===== src/rtl/vedic_mac_4bit.sv =====
// Streaming 4x4 Vedic multiply-accumulate with valid/ready operand and result ports.
// Optional feature: define VEDIC_MAC_SAT_EN to saturate the accumulator on overflow instead of wrapping.

module vedic_mul_2bit (
    input  logic [1:0] a,
    input  logic [1:0] b,
    output logic [3:0] product
);
    logic carry;

    always_comb begin
        carry      = a[1] & b[0] & a[0] & b[1];
        product[0] = a[0] & b[0];
        product[1] = (a[1] & b[0]) ^ (a[0] & b[1]);
        product[2] = (a[1] & b[1]) ^ carry;
        product[3] = a[1] & b[1] & carry;
    end
endmodule

module vedic_mul_4bit (
    input  logic [3:0] a,
    input  logic [3:0] b,
    output logic [7:0] product
);
    logic [3:0] q0, q1, q2, q3;
    logic [4:0] mid;
    logic [5:0] upper;

    vedic_mul_2bit u_ll (.a(a[1:0]), .b(b[1:0]), .product(q0));
    vedic_mul_2bit u_hl (.a(a[3:2]), .b(b[1:0]), .product(q1));
    vedic_mul_2bit u_lh (.a(a[1:0]), .b(b[3:2]), .product(q2));
    vedic_mul_2bit u_hh (.a(a[3:2]), .b(b[3:2]), .product(q3));

    // Vertical-and-crosswise combine: cross terms weigh 4, high term 16.
    always_comb begin
        mid     = {1'b0, q1} + {1'b0, q2};
        upper   = {q3, q0[3:2]} + {1'b0, mid};
        product = {upper, q0[1:0]};
    end
endmodule

module vedic_mac_4bit #(
    parameter int unsigned ACC_W = 16,
    parameter int unsigned LEN_W = 4
) (
    input  logic             clk,
    input  logic             rst_n,
    input  logic             start,
    input  logic [LEN_W-1:0] len,
    input  logic             in_valid,
    output logic             in_ready,
    input  logic [3:0]       a,
    input  logic [3:0]       b,
    output logic             out_valid,
    input  logic             out_ready,
    output logic [ACC_W-1:0] result,
    output logic             ovf,
    output logic             busy
);
    typedef enum logic [1:0] {
        IDLE,
        RUN,
        DRAIN,
        DONE
    } state_t;

    state_t           state;
    state_t           state_next;
    logic [3:0]       a_q;
    logic [3:0]       b_q;
    logic             p_vld;
    logic [7:0]       product;
    logic [ACC_W-1:0] acc;
    logic [ACC_W:0]   sum;
    logic [LEN_W-1:0] cnt;
    logic             beat;
    logic             accept_start;

    vedic_mul_4bit u_mul (
        .a       (a_q),
        .b       (b_q),
        .product (product)
    );

    assign in_ready     = (state == RUN);
    assign out_valid    = (state == DONE);
    assign busy         = (state != IDLE);
    assign result       = acc;
    assign beat         = in_valid & in_ready;
    assign accept_start = (state == IDLE) & start;
    assign sum          = {1'b0, acc} + {{(ACC_W - 7){1'b0}}, product};

    always_ff @(posedge clk) begin
        if (!rst_n) begin
            state <= IDLE;
        end else begin
            state <= state_next;
        end
    end

    always_comb begin
        state_next = state;
        case (state)
            IDLE: begin
                if (start) begin
                    state_next = (len == '0) ? DONE : RUN;
                end
            end
            RUN: begin
                if (beat && cnt == LEN_W'(1)) begin
                    state_next = DRAIN;
                end
            end
            DRAIN: state_next = DONE;
            DONE: begin
                if (out_ready) begin
                    state_next = IDLE;
                end
            end
            default: state_next = IDLE;
        endcase
    end

    always_ff @(posedge clk) begin
        if (!rst_n) begin
            a_q   <= '0;
            b_q   <= '0;
            p_vld <= 1'b0;
            acc   <= '0;
            cnt   <= '0;
            ovf   <= 1'b0;
        end else if (accept_start) begin
            acc   <= '0;
            ovf   <= 1'b0;
            p_vld <= 1'b0;
            cnt   <= len;
        end else begin
            p_vld <= beat;
            if (beat) begin
                a_q <= a;
                b_q <= b;
                cnt <= cnt - LEN_W'(1);
            end
            if (p_vld) begin
                if (sum[ACC_W]) begin
                    ovf <= 1'b1;
                end
`ifdef VEDIC_MAC_SAT_EN
                acc <= sum[ACC_W] ? '1 : sum[ACC_W-1:0];
`else
                acc <= sum[ACC_W-1:0];
`endif
            end
        end
    end
endmodule


===== config.mk =====
export PLATFORM = sky130hd
export DESIGN_NAME = vedic_mac_4bit
export DESIGN_NICKNAME = d
export VERILOG_FILES = /design/src/rtl/vedic_mac_4bit.sv
export SDC_FILE = /design/constraint.sdc
export NUM_CORES = 1
export LEC_CHECK = 0
export BUFFER_PORTS_ARGS = -buffer_cell sky130_fd_sc_hd__buf_2
export CAP_MARGIN = 10
export CELL_PAD_IN_SITES_DETAIL_PLACEMENT = 1
export CELL_PAD_IN_SITES_GLOBAL_PLACEMENT = 1
export CORE_UTILIZATION = 42
export DETAILED_ROUTE_END_ITERATION = 10
export GPL_TIMING_DRIVEN = 0
export PLACE_DENSITY = 0.9
export SYNTH_ARGS = -nofsm -noshare
export SYNTH_HDL_FRONTEND = slang
export SYNTH_HIERARCHICAL = 1
export SYNTH_SLANG_ARGS = --single-unit

===== constraint.sdc =====
create_clock -name clk -period 4.8 [get_ports clk]
set_input_delay 1.2 -clock clk [delete_from_list [all_inputs] [get_ports clk]]
set_output_delay 1.2 -clock clk [all_outputs]
set_load 0.01 [all_outputs]

==> results.md, run 1 <==
- The number of distinct library cell variants in the gate-level netlist after synthesis is 40.
- The nature of the critical path endpoint is a register.
- The final critical-path share of the clock period is 83.7%.
- The standard cell with the maximum stage delay on the critical path is sky130_fd_sc_hd__fa_1.
- The global-route wire length before repair is 9400 um.
- The maximum number of buffers from clock root to sink is 2.
- The netlist area before placement is 2200 um2.
- Measured against the total synthesized area, the mux share comes to under 10%.
- OpenSTA, run right after detailed placement, puts the worst setup slack at 774 ps.
- The die footprint is roughly 5500 um2.
- The count of pins over their slew limit is 0.
- The placement row count is 25.
- The share of synthesized area in the top cell type comes to 29.1%.
- The utilization after layout is 53.1%.
- The number of DRC markers in iteration 0 is 43.
- The first detailed-routing pass took 4 iterations.
- The effective utilization at floorplan is between 40% and 50%.
- Setup total negative slack on the finished layout was measured at 0 ps.
- The maximum number of pins on one net before global-route repair is 11.
- The leakage dissipation is around 1.2 nW.
- For the pin with the worst max-slew slack, the measured transition is ~770 ps.
- The synthesized net count is 309.
- The final hold violation count is 0.
- The final instance area is ~2600 um2.
- Setup violations remaining at the end of the flow were counted as 0.
- After detailed placement, the total cell area comes to approximately 2500 um2.
- The filler cells instantiated in the layout total 628.
- The CTS buffer count is 5.
- The per-cell routed wire length is 15.0 um.
- The TritonCTS sink count is 32.
- By area the synthesized netlist is led by sky130_fd_sc_hd__dfxtp_1, sky130_fd_sc_hd__ha_1, sky130_fd_sc_hd__nand2_1.
- The count of unresolved DRC violations after routing is 0.
- The number of resized instances in the post-cts repair step is 0.
- The path type of the worst setup path is register to register.
- The most area-hungry cell type in the Yosys netlist is sky130_fd_sc_hd__dfxtp_1.
- The worst hold slack is 475 ps.
- The fraction of final layout cells with drive strength greater than 1 is 17.3%.
- The die is about 74 um tall.
- After layout, the worst setup slack is 784 ps.
- The compound-cell area share of the yosys netlist is 16.6%.
- The simple-gate share of the synthesized area is 22.8%.
- After technology mapping, the gate count stands at 263.
- The arrival time of the worst setup path is 4230 ps.
- The critical path data required time is 5010 ps.
- In this run, post-CTS hold repair placed 0 buffers.
- The clock slew at the register clock pins of the worst setup and hold paths is 70 ps.
- The critical path goes through and2_4, and2_1, ha_1, inv_1, fa_1, inv_1, ha_1, inv_1, fa_1, nand2b_1, a21oi_2, xor2_1, ha_1, o21ai_0, a21oi_1, nand2_1, or3_1, a21oi_1.
- The flip-flop and latch count after synthesis is 32.
- Based on the critical path, the design can be clocked at up to 0.249 GHz.
- The area share of xor/xnor cells in the synthesized design is 6.37%.
- The kind of cell adding the most delay to the critical path is adder cells.
- TritonCTS built the clock tree.
- The number of levels the H-tree was split into is 2.
- The peak fanout along the critical path is 8.
- Setup repair after global routing left no endpoint under its margin.
- The synthesized area divided by synthesized cell count is 8.36 um2.
- The max-capacitance violation count is 0.
- In this run the remaining antenna-violating nets after routing total 0.
- The largest incremental delay on the critical path is 410 ps.
- Post-CTS timing repair inserted 0 buffers for setup.
- The run finished with clean final reports.
- The count of pins on the block boundary is 37.
- The clock network latency to the later pin of the worst-skew pair is around 290 ps.
- The startpoint type of the worst setup path is a register.
- Global routing used 22.5% of the available tracks.
- Summing the sequential cell areas from Yosys gives approximately 29% of the chip area.
- Dividing total power by cell area gives a power density of 324 nW/um2.
- The type of the tightest min-delay check is register to register.
- The number of nets in the final layout is 352.
- By area, the combinational part of the netlist is dominated by simple AND/OR/NAND/NOR gates.
- The worst slew margin relative to its limit is 49.0%.
- The count of port buffers added during placement is 36.
- The sum of overflow across all layers after global routing is 0.
- The detailed placer's ending HPWL is 4270 um.
- The die width is 74.4 um.
- The initial antenna violation count was 0.
- The repair_antennas step left the layout with diodes totalling 0.
- Dividing the detail-routed via count by the number of cells gives about 5.4.
- The count of vias placed by the detailed router is 2025.
- Routability-driven placement finished with a final weighted congestion of a little over 0.8.
- After Yosys synthesis, full adders, half adders and majority gates account for 18.5% of the synthesized area.
- The number of buffers and inverters on the critical path is 3.
- The largest vdd supply drop is roughly 0.34 mV.
- The clock tree skew after final layout is 4.58 ps.
- The final routed wirelength across all metal layers is 5630 um.
- The register-to-register setup slack is slightly below 800 ps.
- Compared with the post-synthesis result, the final layout area differs by 17.7%.
- The number of global-route vias before repair came to between 2k and 2.5k.
- The root buffer cell is sky130_fd_sc_hd__clkbuf_8.
- The shortest period the worst path allows is 4020 ps.
- The total area inside the core boundary comes to 4880 um2.
- Yosys printed 6 warnings.
==> metal layers <==
layer	wire [um]	up-vias	GRT usage [%]	part of all wire (%)
li1	-	990	-	-
met1	2530	985	26.8	45
met2	2830	43	40.8	50
met3	196	7	4.07	3.5
met4	72	0	6.92	1.3
met5	0	-	0	0
==> layout by cell type (no fill, tap or decap), types with 2 or more instances in the layout <==
master and count:
sky130_fd_sc_hd__nand3_1 10, sky130_fd_sc_hd__o21ai_0 8, sky130_fd_sc_hd__buf_2 36, sky130_fd_sc_hd__nor3_1 2
sky130_fd_sc_hd__and2_4 4, sky130_fd_sc_hd__nor2_1 15, sky130_fd_sc_hd__xor2_1 7, sky130_fd_sc_hd__nor4_1 4
sky130_fd_sc_hd__o211a_1 5, sky130_fd_sc_hd__a21oi_1 16, sky130_fd_sc_hd__a21oi_2 2, sky130_fd_sc_hd__a21boi_0 9
sky130_fd_sc_hd__and2_1 10, sky130_fd_sc_hd__or3_1 4, sky130_fd_sc_hd__ha_1 23, sky130_fd_sc_hd__inv_1 21
sky130_fd_sc_hd__fa_1 6, sky130_fd_sc_hd__a21o_1 2, sky130_fd_sc_hd__xnor2_1 9, sky130_fd_sc_hd__and4_1 2
sky130_fd_sc_hd__nand4_1 2, sky130_fd_sc_hd__clkbuf_8 7, sky130_fd_sc_hd__or4_1 2, sky130_fd_sc_hd__nand2_1 44
sky130_fd_sc_hd__dfxtp_1 32, sky130_fd_sc_hd__clkbuf_1 3, sky130_fd_sc_hd__o211ai_1 2, sky130_fd_sc_hd__mux2i_1 5
==> kinds of logic after synthesis <==
kind of cell               after synthesis
AOI/OAI and AO/OA                       53
xor gates and xnor gates                16
adders and majority gates               29
DFF                                     32
muxes                                    5
buffers and inverters                   25
and+or+nand+nor                        103
==> cell usage after synthesis (all sizes together) <==
cell,count
mux2i,5
nand2b,1
inv,21
nor4,4
nand3,10
a311o,1
a41oi,1
nor3,2
a2111o,1
o211ai,2
and4,2
a21boi,10
a31oi,1
fa,6
o211a,5
nor2,15
o221a,1
and2,14
a21o,2
nand4,2
buf,1
nor2b,1
nor4b,1
a21oi,18
o21ai,8
nand2,45
or3,4
xnor2,9
dfxtp,32
xor2,7
a211oi,1
o21bai,1
o22ai,1
clkbuf,3
ha,23
or4,2
==> where the power goes <==
part | switching (mW) | internal, mW
sequential | 0.0292 | 0.293
combinational | 0.139 | 0.0882
clock | 0.106 | 0.183
total | 0.275 | 0.565
==> per-stage QoR <==
| stage | instances | power [mW] |
|---|---|---|
| floorplan | 263 | 0.480 |
| global placement | 366 | 0.537 |
| detailed placement | 366 | 0.553 |
| CTS | 374 | 0.844 |
| global route | 374 | 0.891 |
| finish | 374 | 0.839 |
==> final timing paths <==
| path | startpoint | to | cells past startpoint |
|---|---|---|---|
| setup / recovery | b_q[0]$_SDFFE_PN0P_ | result[10]$_SDFFE_PP0P_ | 18 |
| hold / removal | ovf$_SDFFE_PP0P_ | ovf$_SDFFE_PP0P_ | 2 |
| setup reg to reg | b_q[0]$_SDFFE_PN0P_ | result[10]$_SDFFE_PP0P_ | 18 |
| hold reg to reg | ovf$_SDFFE_PP0P_ | ovf$_SDFFE_PP0P_ | 2 |
==> registers in the layout, indices dropped and copies added, names as in the netlist <==
register / flops
p_vld: 1
ovf: 1
result: 16
cnt: 4
a_q: 4
state: 2
b_q: 4
==> worst reg2reg max path, cell delays in order (launching register included) <==
cell and delay [ps]:
sky130_fd_sc_hd__dfxtp_1 360, sky130_fd_sc_hd__and2_4 180, sky130_fd_sc_hd__and2_1 150, sky130_fd_sc_hd__ha_1 270, sky130_fd_sc_hd__inv_1 50, sky130_fd_sc_hd__fa_1 410
sky130_fd_sc_hd__inv_1 60, sky130_fd_sc_hd__ha_1 160, sky130_fd_sc_hd__inv_1 50, sky130_fd_sc_hd__fa_1 410, sky130_fd_sc_hd__nand2b_1 180, sky130_fd_sc_hd__a21oi_2 130
sky130_fd_sc_hd__xor2_1 90, sky130_fd_sc_hd__ha_1 370, sky130_fd_sc_hd__o21ai_0 120, sky130_fd_sc_hd__a21oi_1 210, sky130_fd_sc_hd__nand2_1 200, sky130_fd_sc_hd__or3_1 390
sky130_fd_sc_hd__a21oi_1 160
==> layout make-up <==
class | instances | area (um2) | share of cell area, %
plain buffers | 4 | 15.0 | 0.580
clock buffers | 7 | 96.3 | 3.72
clock inverters | 1 | 30.0 | 1.16
inverters | 21 | 78.8 | 3.04
multi-input cells | 206 | 1470 | 56.6
flip-flops and latches | 32 | 641 | 24.7
well taps | 67 | 83.8 | 3.24
repair buffers | 36 | 180 | 6.96
No activity file was read; power rests on OpenSTA's default activity.
==> run 2, diff against run 1 <==
clock period = 3.7 ns   (was 4.8 ns; I/O delays follow)
==> results.md, run 2 (synthesis results as in run 1) <==
- The upper clock frequency limit is 0.272 GHz (was 0.249 GHz).
- The worst slew margin relative to its limit is 48.9% (was 49.0%).
- The per-cell routed wire length came to 16.8 um (was 15.0 um).
- The final number of setup-violating endpoints is 0 (unchanged).
- The die width is 74.4 um (unchanged).
- The global-route wire length before repair was 10500 um (was 9400 um).
- The kind of cell adding the most delay to the critical path is adder cells (unchanged).
- The quantity of hold-fixing buffers added after cts came to 0 (unchanged).
- The utilization after layout was 58.8% (was 53.1%).
- The count of pins on the block boundary is 37 (unchanged).
- The largest incremental delay on the critical path is 490 ps (was 410 ps).
- The core box area is 4880 um2 (unchanged).
- The critical path data required time is 3870 ps (was 5010 ps).
- The startpoint type of the worst setup path is a register (unchanged).
- The max-capacitance violation count is 0 (unchanged).
- The initial antenna violation count is 0 (unchanged).
- The worst setup timing slack at the placement stage is -326 ps (was 774 ps).
- The worst flop-to-flop path startpoint was a_q[1]$_SDFFE_PN0P_ (was b_q[0]$_SDFFE_PN0P_).
- The arrival time of the worst setup path came to 3850 ps (was 4230 ps).
- The count of unresolved DRC violations after routing is 0 (unchanged).
- The shortest period the worst path allows came to 3680 ps (was 4020 ps).
- The chip height is 74.4 um (unchanged).
- The source of the critical timing path is a_q[1]$_SDFFE_PN0P_ (was b_q[0]$_SDFFE_PN0P_).
- The global-route track usage on met2 is 45.3% (was 40.8%).
- The clock network latency to the later pin of the worst-skew pair was 290 ps (about the same).
- The iteration count of the initial detailed-routing pass is 4 (unchanged).
- The worst hold slack is 486 ps (was 475 ps).
- The flip-flop count of the largest register after layout is 16 (unchanged).
- The final critical-path share of the clock period is 99.5% (was 83.7%).
- The count of port buffers added during placement is 36 (unchanged).
- The count of antenna-violating nets left after detailed routing is 0 (unchanged).
- CP cell instances: and2_4, and2_4, ha_4, inv_2, fa_2, inv_2, ha_4, inv_2, fa_2, buf_4, xnor2_1, ha_2, nand2_2, a2111o_1, a21boi_2, xnor2_1, nor2_1 (was and2_4, and2_1, ha_1, inv_1, fa_1, inv_1, ha_1, inv_1, fa_1, nand2b_1, a21oi_2, xor2_1, ha_1, o21ai_0, a21oi_1, nand2_1, or3_1, a21oi_1).
- The number of levels the H-tree was split into is 2 (unchanged).
- The final hold violation count is 0 (unchanged).
- The type of the tightest min-delay check was register to register (unchanged).
- The clock tree skew after final layout is 9.56 ps (was 4.58 ps).
- The final routed wirelength across all metal layers is 6460 um (was 5630 um).
- The antenna diode count is 0 (unchanged).
- The final weighted congestion in routability-driven placement was 0.822 (unchanged).
- The path type of the worst setup path is register to register (unchanged).
- The CTS buffer count is 5 (unchanged).
- Result of the run: finished clean (unchanged).
- The clock slew at the register clock pins of the worst setup and hold paths is 70 ps (about the same).
- The placement row count is 25 (unchanged).
- The count of pins over their slew limit is 0 (unchanged).
- The detailed placer's ending HPWL is 4270 um (unchanged).
- The transition at the pin with the smallest max-transition slack came to 767 ps (was 765 ps).
- The number of DRC markers in iteration 0 is 55 (was 43).
- The die footprint was 5530 um2 (unchanged).
- The number of filler cells placed in the layout is 612 (was 628).
- The count of vias placed by the detailed router is 2132 (was 2025).
- The nature of the critical path endpoint was a register (unchanged).
- Highest-count cells in the layout ignoring fill and taps: sky130_fd_sc_hd__nand2_1, sky130_fd_sc_hd__buf_2, sky130_fd_sc_hd__dfxtp_1, sky130_fd_sc_hd__inv_1 (was sky130_fd_sc_hd__nand2_1, sky130_fd_sc_hd__buf_2, sky130_fd_sc_hd__dfxtp_1, sky130_fd_sc_hd__ha_1, sky130_fd_sc_hd__inv_1).
- The standard cell with the maximum stage delay on the critical path is sky130_fd_sc_hd__a2111o_1 (was sky130_fd_sc_hd__fa_1).
- The number of nets in the final layout is 362 (was 352).
- The setup slack of the critical path after layout is 20.0 ps (was 784 ps).
- The root buffer cell was sky130_fd_sc_hd__clkbuf_8 (unchanged).
- The sum of overflow across all layers after global routing is 0 (unchanged).
- The TritonCTS clock tree is done (unchanged).
- The worst min-delay path startpoint is ovf$_SDFFE_PP0P_ (unchanged).
- The maximum number of pins on one net before global-route repair is 11 (unchanged).
- The overall routing resource usage is 25.1% (was 22.5%).
- The area growth from synthesis to final layout is 30.5% (was 17.7%).
- The largest vdd supply drop is 0.443 mV (was 0.344 mV).
- The TritonCTS sink count is 32 (unchanged).
- The maximum number of buffers from clock root to sink came to 2 (unchanged).
- The met3 track demand over resource came to 4.07% (unchanged).
- The most utilized layer in the global route result was met2 (unchanged).
- The number of buffers and inverters on the critical path is 4 (was 3).
- The via-per-instance ratio is 5.55 (was 5.41).
- The peak fanout along the critical path came to 4 (was 8).
- Setup repair after global routing missed its margin: true (was false).
- The effective utilization at floorplan is 45.1% (unchanged).
- The most common cell after layout, fill and taps aside is sky130_fd_sc_hd__nand2_1 (unchanged).
- The leakage dissipation came to 1.24 nW (was 1.16 nW).
- The number of global-route vias before repair came to 2212 (was 2041).
- The total power per unit cell area is 386 nW/um2 (was 324 nW/um2).
- The area taken by multi-input logic gates is 1650 um2 (was 1470 um2).
- The fraction of met1 tracks used by global routing was 30.0% (was 26.8%).
- The cell that appears most often on the critical path is sky130_fd_sc_hd__inv_2.
- The flip-flop and latch area is 658 um2 (was 641 um2).
- The fraction of final layout cells with drive strength greater than 1 is 33.1% (was 17.3%).
-- run 2: cell count changes in the layout (fill, tap and decap cells not counted), moves of 6 or more --
cell,previous run,this run
sky130_fd_sc_hd__and2_1,10,4
sky130_fd_sc_hd__ha_1,23,15
sky130_fd_sc_hd__buf_4,0,9
sky130_fd_sc_hd__dfxtp_1,32,24
sky130_fd_sc_hd__ha_4,0,6
sky130_fd_sc_hd__and2_4,4,10
-- run 2: where the power goes --
group / leakage, nW / total (mW) / switching, mW / internal, mW
clock network: 0.0645 / 0.384 / 0.146 / 0.238
logic: 0.908 / 0.304 / 0.184 / 0.119
registers: 0.264 / 0.421 / 0.0387 / 0.382
total: 1.24 / 1.11 / 0.369 / 0.739
-- run 2: worst reg2reg max path, cell delays in order (launching register included) --
cell,delay [ps]
sky130_fd_sc_hd__dfxtp_4,360
sky130_fd_sc_hd__and2_4,170
sky130_fd_sc_hd__and2_4,140
sky130_fd_sc_hd__ha_4,250
sky130_fd_sc_hd__inv_2,40
sky130_fd_sc_hd__fa_2,330
sky130_fd_sc_hd__inv_2,80
sky130_fd_sc_hd__ha_4,130
sky130_fd_sc_hd__inv_2,40
sky130_fd_sc_hd__fa_2,360
sky130_fd_sc_hd__buf_4,150
sky130_fd_sc_hd__xnor2_1,130
sky130_fd_sc_hd__ha_2,390
sky130_fd_sc_hd__nand2_2,80
sky130_fd_sc_hd__a2111o_1,490
sky130_fd_sc_hd__a21boi_2,210
sky130_fd_sc_hd__xnor2_1,150
sky130_fd_sc_hd__nor2_1,50
-- run 2: cell type report --
class                           instances  share of cell area (%)
Buffer                                  4                   0.523
Clock buffer                            7                    3.36
Timing Repair Buffer                   46                    9.02
Inverter                               21                    2.75
Sequential cell                        32                    22.9
Tap cell                               67                    2.92
Clock inverter                          1                    1.05
Multi-Input combinational cell        206                    57.5
-- run 2: what timing repair did --
item                                    CTS  global route
pin swaps                                17            12
buffers inserted                          8             2
endpoints found under the setup margin    8            12
gates resized for setup                  28            27
-- run 2: layer usage --
metal  vias to the layer above  routed length, um
met2                        49               3320
met4                         0                100
li1                       1014                  -
met1                      1059               2840
met5                         -                  0
met3                        10                194
-- run 2: path summary, 6_finish.rpt --
check / endpoint / slack (ps) / depth (start not counted)
max reg2reg: result[11]$_SDFFE_PP0P_ / 20 / 17
min: ovf$_SDFFE_PP0P_ / 490 / 2
min reg2reg: ovf$_SDFFE_PP0P_ / 490 / 2
max: result[11]$_SDFFE_PP0P_ / 20 / 17
-- run 2: metrics by stage --
step	total power, mW	area, um2	instances	TNS, ps
after detailed placement	0.717	2460	366	-1940
after floorplan	0.623	2200	263	0
after CTS	1.10	2740	382	0
after global placement	0.697	2460	366	-870
final	1.11	2870	384	0
after global routing	1.17	2870	384	-221
==> run 3, diff against run 2 <==
CORE_ASPECT_RATIO = 1.5   (was unset)
CORE_MARGIN = 1.5   (was unset)
==> results.md, run 3 (synthesis results as in run 1) <==
- Result of the run: finished with violations (was finished clean).
- The checks that failed: negative setup slack.
- The worst hold slack is 497 ps (was 486 ps).
- The number of filler cells placed in the layout was 659 (was 612).
- The count of port buffers added during placement was 36 (unchanged).
- The count of antenna-violating nets left after detailed routing is 0 (unchanged).
- The clock slew at the register clock pins of the worst setup and hold paths came to 70 ps (about the same).
- The initial antenna violation count came to 0 (unchanged).
- The critical path data required time was 3860 ps (was 3870 ps).
- The final number of setup-violating endpoints is 2 (was 0).
- The overall routing resource usage is 23.5% (was 25.1%).
- The startpoint type of the worst setup path is a register (unchanged).
- The upper clock frequency limit is 0.269 GHz (was 0.272 GHz).
- The arrival time of the worst setup path was 3880 ps (was 3850 ps).
- The placement row count was 32 (was 25).
- The chip height came to 91.6 um (was 74.4 um).
- The leakage dissipation is 1.19 nW (was 1.24 nW).
- The flip-flop count of the largest register after layout came to 16 (unchanged).
- The final weighted congestion in routability-driven placement is 0.876 (was 0.822).
- Highest-count cells in the layout ignoring fill and taps: sky130_fd_sc_hd__nand2_1, sky130_fd_sc_hd__buf_2, sky130_fd_sc_hd__dfxtp_1, sky130_fd_sc_hd__ha_1, sky130_fd_sc_hd__inv_1 (was sky130_fd_sc_hd__nand2_1, sky130_fd_sc_hd__buf_2, sky130_fd_sc_hd__dfxtp_1, sky130_fd_sc_hd__inv_1).
- The root buffer cell was sky130_fd_sc_hd__clkbuf_8 (unchanged).
- The shortest period the worst path allows was 3720 ps (was 3680 ps).
- The TritonCTS sink count is 32 (unchanged).
- The peak fanout along the critical path was 5 (was 4).
- The detailed placer's ending HPWL is 4450 um (was 4270 um).
- The count of unresolved DRC violations after routing is 0 (unchanged).
- The iteration count of the initial detailed-routing pass is 4 (unchanged).
- The die width came to 62.1 um (was 74.4 um).
- The area taken by multi-input logic gates is 1570 um2 (was 1650 um2).
- The count of pins on the block boundary is 37 (unchanged).
- The final hold violation count is 0 (unchanged).
- The setup TNS is -18.5 ps (was 0 ps).
- CP cell instances: and2_4, and2_4, ha_4, fa_2, ha_4, inv_2, fa_2, nand2b_4, a21oi_4, xor2_1, ha_1, inv_2, a2111o_1, a21boi_2, xnor2_1, nor2_1 (was and2_4, and2_4, ha_4, inv_2, fa_2, inv_2, ha_4, inv_2, fa_2, buf_4, xnor2_1, ha_2, nand2_2, a2111o_1, a21boi_2, xnor2_1, nor2_1).
- The most common cell after layout, fill and taps aside was sky130_fd_sc_hd__nand2_1 (unchanged).
- The maximum number of pins on one net before global-route repair is 11 (unchanged).
- The flip-flop and latch area is 658 um2 (unchanged).
- The transition at the pin with the smallest max-transition slack came to 763 ps (was 767 ps).
- The number of DRC markers in iteration 0 is 79 (was 55).
- The count of pins over their slew limit came to 0 (unchanged).
- The nature of the critical path endpoint was a register (unchanged).
- The max-capacitance violation count is 0 (unchanged).
- The number of nets in the final layout was 359 (was 362).
- Setup repair after global routing missed its margin: true (unchanged).
- The worst slew margin relative to its limit came to 49.1% (was 48.9%).
- The clock network latency to the later pin of the worst-skew pair is 290 ps (about the same).
- The standard cell with the maximum stage delay on the critical path is sky130_fd_sc_hd__fa_2 (was sky130_fd_sc_hd__a2111o_1).
- The post-place instance area is 2460 um2 (about the same).
- The number of global-route vias before repair is 2237 (was 2212).
- The CTS buffer count is 5 (unchanged).
- The maximum number of buffers from clock root to sink came to 2 (unchanged).
- The die footprint came to 5690 um2 (was 5530 um2).
- The path type of the worst setup path is register to register (unchanged).
- The final routed wirelength across all metal layers is 6040 um (was 6460 um).
- The count of vias placed by the detailed router came to 2064 (was 2132).
- The quantity of hold-fixing buffers added after cts is 0 (unchanged).
- The setup slack of the critical path after layout is -16.8 ps (was 20.0 ps).
- The global-route wire length before repair was 10100 um (was 10500 um).
- The total power per unit cell area was 359 nW/um2 (was 386 nW/um2).
- The via-per-instance ratio was 5.42 (was 5.55).
- The sum of overflow across all layers after global routing is 0 (unchanged).
- The core box area is 5080 um2 (was 4880 um2).
- The TritonCTS clock tree is done (unchanged).
- The largest vdd supply drop came to 0.250 mV (was 0.443 mV).
- The number of levels the H-tree was split into is 2 (unchanged).
- The area growth from synthesis to final layout is 24.3% (was 30.5%).
- The final instance area is 2730 um2 (was 2870 um2).
- The type of the tightest min-delay check is register to register (unchanged).
- The clock tree skew after final layout is 2.08 ps (was 9.56 ps).
- The effective utilization at floorplan is 43.3% (was 45.1%).
- The largest incremental delay on the critical path is 560 ps (was 490 ps).
- The final critical-path share of the clock period was 100% (was 99.5%).
- The per-cell routed wire length was 15.9 um (was 16.8 um).
- The antenna diode count came to 0 (unchanged).
- The fraction of final layout cells with drive strength greater than 1 came to 28.8% (was 33.1%).
-- run 3: layout make-up --
type	count	area share [%]
buffer	4	0.549
tap	68	3.11
clock buffer	5	2.52
timing repair buffer	43	8.97
sequential	32	24.1
inverter	21	2.88
clock inverter	2	0.458
multi-input combinational	206	57.4
-- run 3: power breakdown --
group	leakage [nW]	internal (mW)	switching, mW	total, mW
combinational	0.883	0.119	0.179	0.298
sequential	0.264	0.382	0.0371	0.419
clock	0.0400	0.127	0.138	0.265
-- run 3: path summary, 6_finish.rpt --
check	slack, ps	from	cells after the start	end
max	-20	b_q[1]$_SDFFE_PN0P_	16	result[11]$_SDFFE_PP0P_
min	500	ovf$_SDFFE_PP0P_	2	ovf$_SDFFE_PP0P_
max reg2reg	-20	b_q[1]$_SDFFE_PN0P_	16	result[11]$_SDFFE_PP0P_
min reg2reg	500	ovf$_SDFFE_PP0P_	2	ovf$_SDFFE_PP0P_
-- run 3: routing by layer --
| layer | routed length, um | vias up | track usage [%] |
|---|---|---|---|
| li1 | - | 1001 | - |
| met1 | 2150 | 996 | 23.1 |
| met2 | 3530 | 54 | 43.7 |
| met3 | 173 | 13 | 4.09 |
| met4 | 192 | 0 | 11.3 |
| met5 | 0 | - | 0 |
-- run 3: what timing repair did --
item                       4_1_cts  5_1_grt
setup endpoints to repair        8       10
pin swaps                       11       13
resized for setup               28       10
buffers inserted                 2        5
-- run 3: through the flow --
step	std cells	setup WS (ps)	total power [mW]	utilization, %
6_report	381	-16.8	0.983	53.8
5_1_grt	381	-147	1.05	53.8
4_1_cts	376	13.1	0.983	52.0
3_5_place_dp	367	-279	0.712	48.5
3_3_place_gp	367	-145	0.697	48.5
2_1_floorplan	263	125	0.623	-
-- run 3: worst max-delay path, delay by kind of cell (launching register included) --
kind	cells	cell delay, ps
buf+inv	2	100
fa+ha+maj	5	1560
compound gates	3	810
xor+xnor	2	230
simple gates	4	520
flops	1	360
